===== config.mk =====
export PLATFORM = sky130hd
export DESIGN_NAME = pc_redirect_unit
export DESIGN_NICKNAME = d
export VERILOG_FILES = /design/src/rtl/pc_redirect_unit.sv
export SDC_FILE = /design/constraint.sdc
export NUM_CORES = 1
export LEC_CHECK = 0
export ABC_AREA = 1
export ABC_CLOCK_PERIOD_IN_PS = 1980
export BUFFER_PORTS_ARGS = -buffer_cell sky130_fd_sc_hd__buf_2
export CAP_MARGIN = 0
export CELL_PAD_IN_SITES_DETAIL_PLACEMENT = 1
export CELL_PAD_IN_SITES_GLOBAL_PLACEMENT = 1
export CORE_MARGIN = 5
export CORE_UTILIZATION = 34
export CTS_CLUSTER_SIZE = 14
export DETAILED_ROUTE_END_ITERATION = 8
export PLACE_DENSITY_LB_ADDON = 0.1
export SETUP_SLACK_MARGIN = 0.02
export SYNTH_ARGS = -nofsm -noshare
export SYNTH_HDL_FRONTEND = slang
export SYNTH_SLANG_ARGS = --single-unit
export TNS_END_PERCENT = 1

===== constraint.sdc =====
create_clock -name clk -period 1.98 [get_ports clk]
set_clock_uncertainty 0.1 [all_clocks]
set_input_delay 0 -clock clk [delete_from_list [all_inputs] [get_ports clk]]
set_output_delay 0 -clock clk [all_outputs]
set_load 0.01 [all_outputs]

===== src/rtl/pc_redirect_unit.sv =====
// pc_redirect_unit: owns the PC, picks the next fetch address, and raises flush/trap pulses on redirects
module pc_redirect_unit #(
  parameter logic [31:0] RESET_PC = 32'h0000_0000,
  parameter logic [31:0] TRAP_VEC = 32'h0000_0100
) (
  input  logic        clk,
  input  logic        rst,
  input  logic        fetch_ready,
  input  logic        stall,
  input  logic        bena,
  input  logic        branchsignal,
  input  logic        jal,
  input  logic        jalr,
  input  logic [31:0] imm,
  input  logic [31:0] rs1,
  output logic [31:0] pc,
  output logic [31:0] pc_plus4,
  output logic        fetch_valid,
  output logic        flush,
  output logic        misalign_trap,
  output logic [31:0] trap_addr
);
  localparam logic [1:0] S_BOOT = 2'd0;
  localparam logic [1:0] S_RUN  = 2'd1;
  localparam logic [1:0] S_TRAP = 2'd2;
  logic [1:0]  r_state;
  logic [31:0] r_pc;
  logic [31:0] r_trap_addr;
  logic        r_flush;
  logic        r_trap;
  logic        w_adv;
  logic        w_taken;
  logic        w_redir;
  logic        w_mis;
  logic [31:0] w_pc_plus4;
  logic [31:0] w_jalr_tgt;
  logic [31:0] w_tgt;
  assign w_pc_plus4    = r_pc + 32'd4;
  assign w_adv         = (r_state == S_RUN) & fetch_ready & ~stall;
  assign w_taken       = bena & branchsignal;
  assign w_redir       = jalr | jal | w_taken;
  assign w_jalr_tgt    = (rs1 + imm) & ~32'h1;
  assign pc            = r_pc;
  assign pc_plus4      = w_pc_plus4;
  assign fetch_valid   = (r_state == S_RUN);
  assign flush         = r_flush;
  assign misalign_trap = r_trap;
  assign trap_addr     = r_trap_addr;
  // next-PC select: jalr beats jal beats a taken branch beats fall-through
  always_comb begin
    w_tgt = jalr ? w_jalr_tgt : (jal | w_taken) ? r_pc + imm : w_pc_plus4;
    w_mis = w_redir & w_tgt[1];
  end
  // PC/state update; pulses are registered so they land the cycle after the decision
  always_ff @(posedge clk) begin
    if (rst) begin
      r_state     <= S_BOOT;
      r_pc        <= RESET_PC;
      r_flush     <= 1'b0;
      r_trap      <= 1'b0;
      r_trap_addr <= 32'h0;
    end else begin
      r_flush <= w_adv & w_redir;
      r_trap  <= w_adv & w_mis;
      if (r_state == S_BOOT) begin
        r_state <= S_RUN;
      end else if (r_state == S_TRAP) begin
        r_pc    <= TRAP_VEC;
        r_state <= S_RUN;
      end else if (r_state != S_RUN) begin
        r_state <= S_BOOT;
      end else if (w_adv && w_mis) begin
        r_trap_addr <= w_tgt;
        r_state     <= S_TRAP;
      end else if (w_adv) begin
        r_pc <= w_tgt;
      end
    end
  end
endmodule


==> results.cfg <==
[status]
status = complete, but fails checks
violations = negative setup slack

[global_routing]
grt_use_met2 = 0.506
first_global_vias = 12000
grt_overflow = 0
grt_max_degree = 39
grt_usage = 0.290
grt.busiest_layer = met2
met3_usage = 0.0350
grt_pass1_wl_mm = 64.6
antenna_found_initial = 0
grtUsageMet1 = 0.346

[floorplanning]
core_area_um2 = 24900
io_pins = 171
initial_core_util = 0.342
die_height_um = 168
die_w_um = 168
dieArea_um2 = 28300
placementRows = 58

[place]
numPortBuffers = 170
gp_congestion = 0.935
hpwl_mm = 34.2
dpl_worst_slack_ns = -0.439

[timing]
tightest_slew_ns = 1.13
fin_crit_ns = 2.35
hold_violations = 0
drv_slew = 0
fmax_ghz = 0.425
slew_headroom = 0.247
fin_crit_sh = 1.19
fin_setup_tns_ns = -17.42
worst_slack_ns = -0.370
finalSetupViolations = 93
rsz0062_at_grt = yes

[routing]
vias_per_cell = 5.23
vias = 11900
ant_nets = 0
avgRoutedWirePerCell_um = 20.3
drc_errors = 0
drtIter0Drc = 741
drt-total-wl_mm = 46.2
dr.pass1.iters = 5

[synth]
async_reset_ff_frac = 0
ys_types = 48
syn_area_per_cell_um2 = 5.51
synth-edff-count = 0
synth_nets = 1685
synth_seq_area_share = 0.160
ys.flop_type = dfxtp_1
synthesis.area_um2 = 8520
ys_ff_latch = 68
synth-warning-count = 0
synthCells = 1546

[power]
p_leak_nw = 7.44
power_density_nw_per_um2 = 382
irDropWorstVdd_v = 0.000290

[final_layout]
antenna_cells = 0
drive_gt1_frac = 0.369
n_fill_cell = 3426
nNetsFinal = 2076
area_growth_pct = 56.4

[setup_path]
cp-start-kind = flip-flop
cp.required_ns = 2.11
cp-end-kind = flip-flop
worst-path-max-fanout = 4
arrival_ns = 2.48
crit_type = reg -> reg

[clock_tree]
path_clk_slew_ns = 0.08
cts_buffer_depth = 2
htree_levels = 3
root_buffer = clkbuf_16
clock_sinks = 68
cts_tree = done
clkLatencyLatePin_ns = 0.36
cts-buffers-inserted = 9

[min_path]
hold_class = in -> reg

[job]
cap_violations = 0
[repair_timing]
action                     in CTS  in global routing
resized for setup             140                210
buffers inserted               18                 16
pin swaps                      42                 78
hold buffers                    1                  0
hold endpoints to repair        1                  0
setup endpoints to repair      90                 93
cloned                          3                  0
[sequential cells by signal, summed over array words and instances (netlist names)]
register,cells
r_state,2
misalign_trap,1
trap_addr,32
pc,32
flush,1
[stage by stage]
stage          power [mW]  utilization  hold slack, ns  area, um2  cells
2_1_floorplan        2.31            -           0.122       8530   1546
6_report             5.08        0.535          0.0264      13300   2272
5_1_grt              5.31        0.535          0.0573      13300   2272
3_5_place_dp         3.09        0.451           0.252      11200   2221
3_3_place_gp         3.05        0.451           0.234      11200   2221
4_1_cts              4.92        0.494          0.0182      12300   2257
[final cells by class]
| cell class | count | area (um2) | share of cell area |
|---|---|---|---|
| Multi-Input combinational cell | 1183 | 7270 | 0.546 |
| Timing Repair Buffer | 408 | 2880 | 0.216 |
| Sequential cell | 68 | 1410 | 0.106 |
| Inverter | 267 | 1020 | 0.0767 |
| Tap cell | 330 | 413 | 0.0310 |
| Clock buffer | 12 | 267 | 0.0200 |
| Clock inverter | 4 | 55.1 | 0.00413 |
[per-layer routing]
metal | part of all wire | routed length [um]
met3 | 0.050 | 2290
met1 | 0.40 | 18300
met4 | 0.073 | 3360
met2 | 0.48 | 22300
met5 | 0 | 0
[synthesized netlist by cell type (all sizes together), types with 3 or more instances]
cell,count,area [um2]
o21a,5,37.5
or2,7,43.8
inv,265,995
a21oi,88,455
nor3,23,174
o21bai,12,90.1
xor2,25,226
clkbuf,10,37.5
o21ai,36,180
xnor2,16,155
a21o,3,22.5
nand4,13,87.6
o211ai,7,52.6
dfxtp,68,1360
nor2,134,559
nand3b,10,75.1
nand2,601,2270
buf,18,104
ha,65,813
nand3,124,631
[critical path, stage by stage (launching register included)]
cell and delay (ns):
dfxtp_4 0.37, ha_4 0.26, or2_4 0.23, nand3_2 0.08, nand2_2 0.10, nand2_2 0.10, nand2_4 0.07, or2_0 0.24
nand3_1 0.11, o211ai_1 0.27, o21ai_1 0.24, inv_1 0.06
[cells in the final DEF (no fill, tap or decap), drive strengths merged, types with 2 or more instances in the layout]
cell type and n:
a21o 3, nand3 124, ha 65, o211ai 7
o21bai 12, clkbuf 12, nor3 23, nand2 601
a21oi 88, nor2 134, a21boi 2, o21a 5
nand3b 10, inv 265, fa 2, xnor2 16
dfxtp 68, xor2 25, clkinv 4, buf 407
o21ai 36, nand4 13, nor4 2, or2 7
a22oi 2
[power breakdown]
| part | internal, mW | switching [mW] | leakage [nW] | total, mW |
|---|---|---|---|---|
| registers | 1.37 | 0.0141 | 0.564 | 1.39 |
| clock network | 1.09 | 0.714 | 0.155 | 1.80 |
| logic | 0.733 | 1.16 | 6.72 | 1.89 |
| total | 3.20 | 1.89 | 7.44 | 5.08 |
[kinds of logic (layout without fill, tap and decap cells)]
| family | after synthesis | count (layout) | share of synthesized area |
|---|---|---|---|
| adders and majority gates | 67 | 67 | 0.100 |
| and+or+nand+nor | 915 | 915 | 0.454 |
| AOI/OAI and AO/OA | 160 | 160 | 0.107 |
| buffers and inverters | 295 | 691 | 0.134 |
| DFF | 68 | 68 | 0.160 |
| xor gates and xnor gates | 41 | 41 | 0.0448 |
[path summary, 6_finish.rpt]
path / endpoint / depth (start not counted) / startpoint / slack (ns)
max: trap_addr[9] / 11 / pc[2] / -0.37
min: flush / 5 / fetch_ready / 0.03
max reg2reg: trap_addr[9] / 11 / pc[2] / -0.37
min reg2reg: trap_addr[1] / 1 / trap_addr[1] / 0.35
No activity file was read; power rests on OpenSTA's default activity.
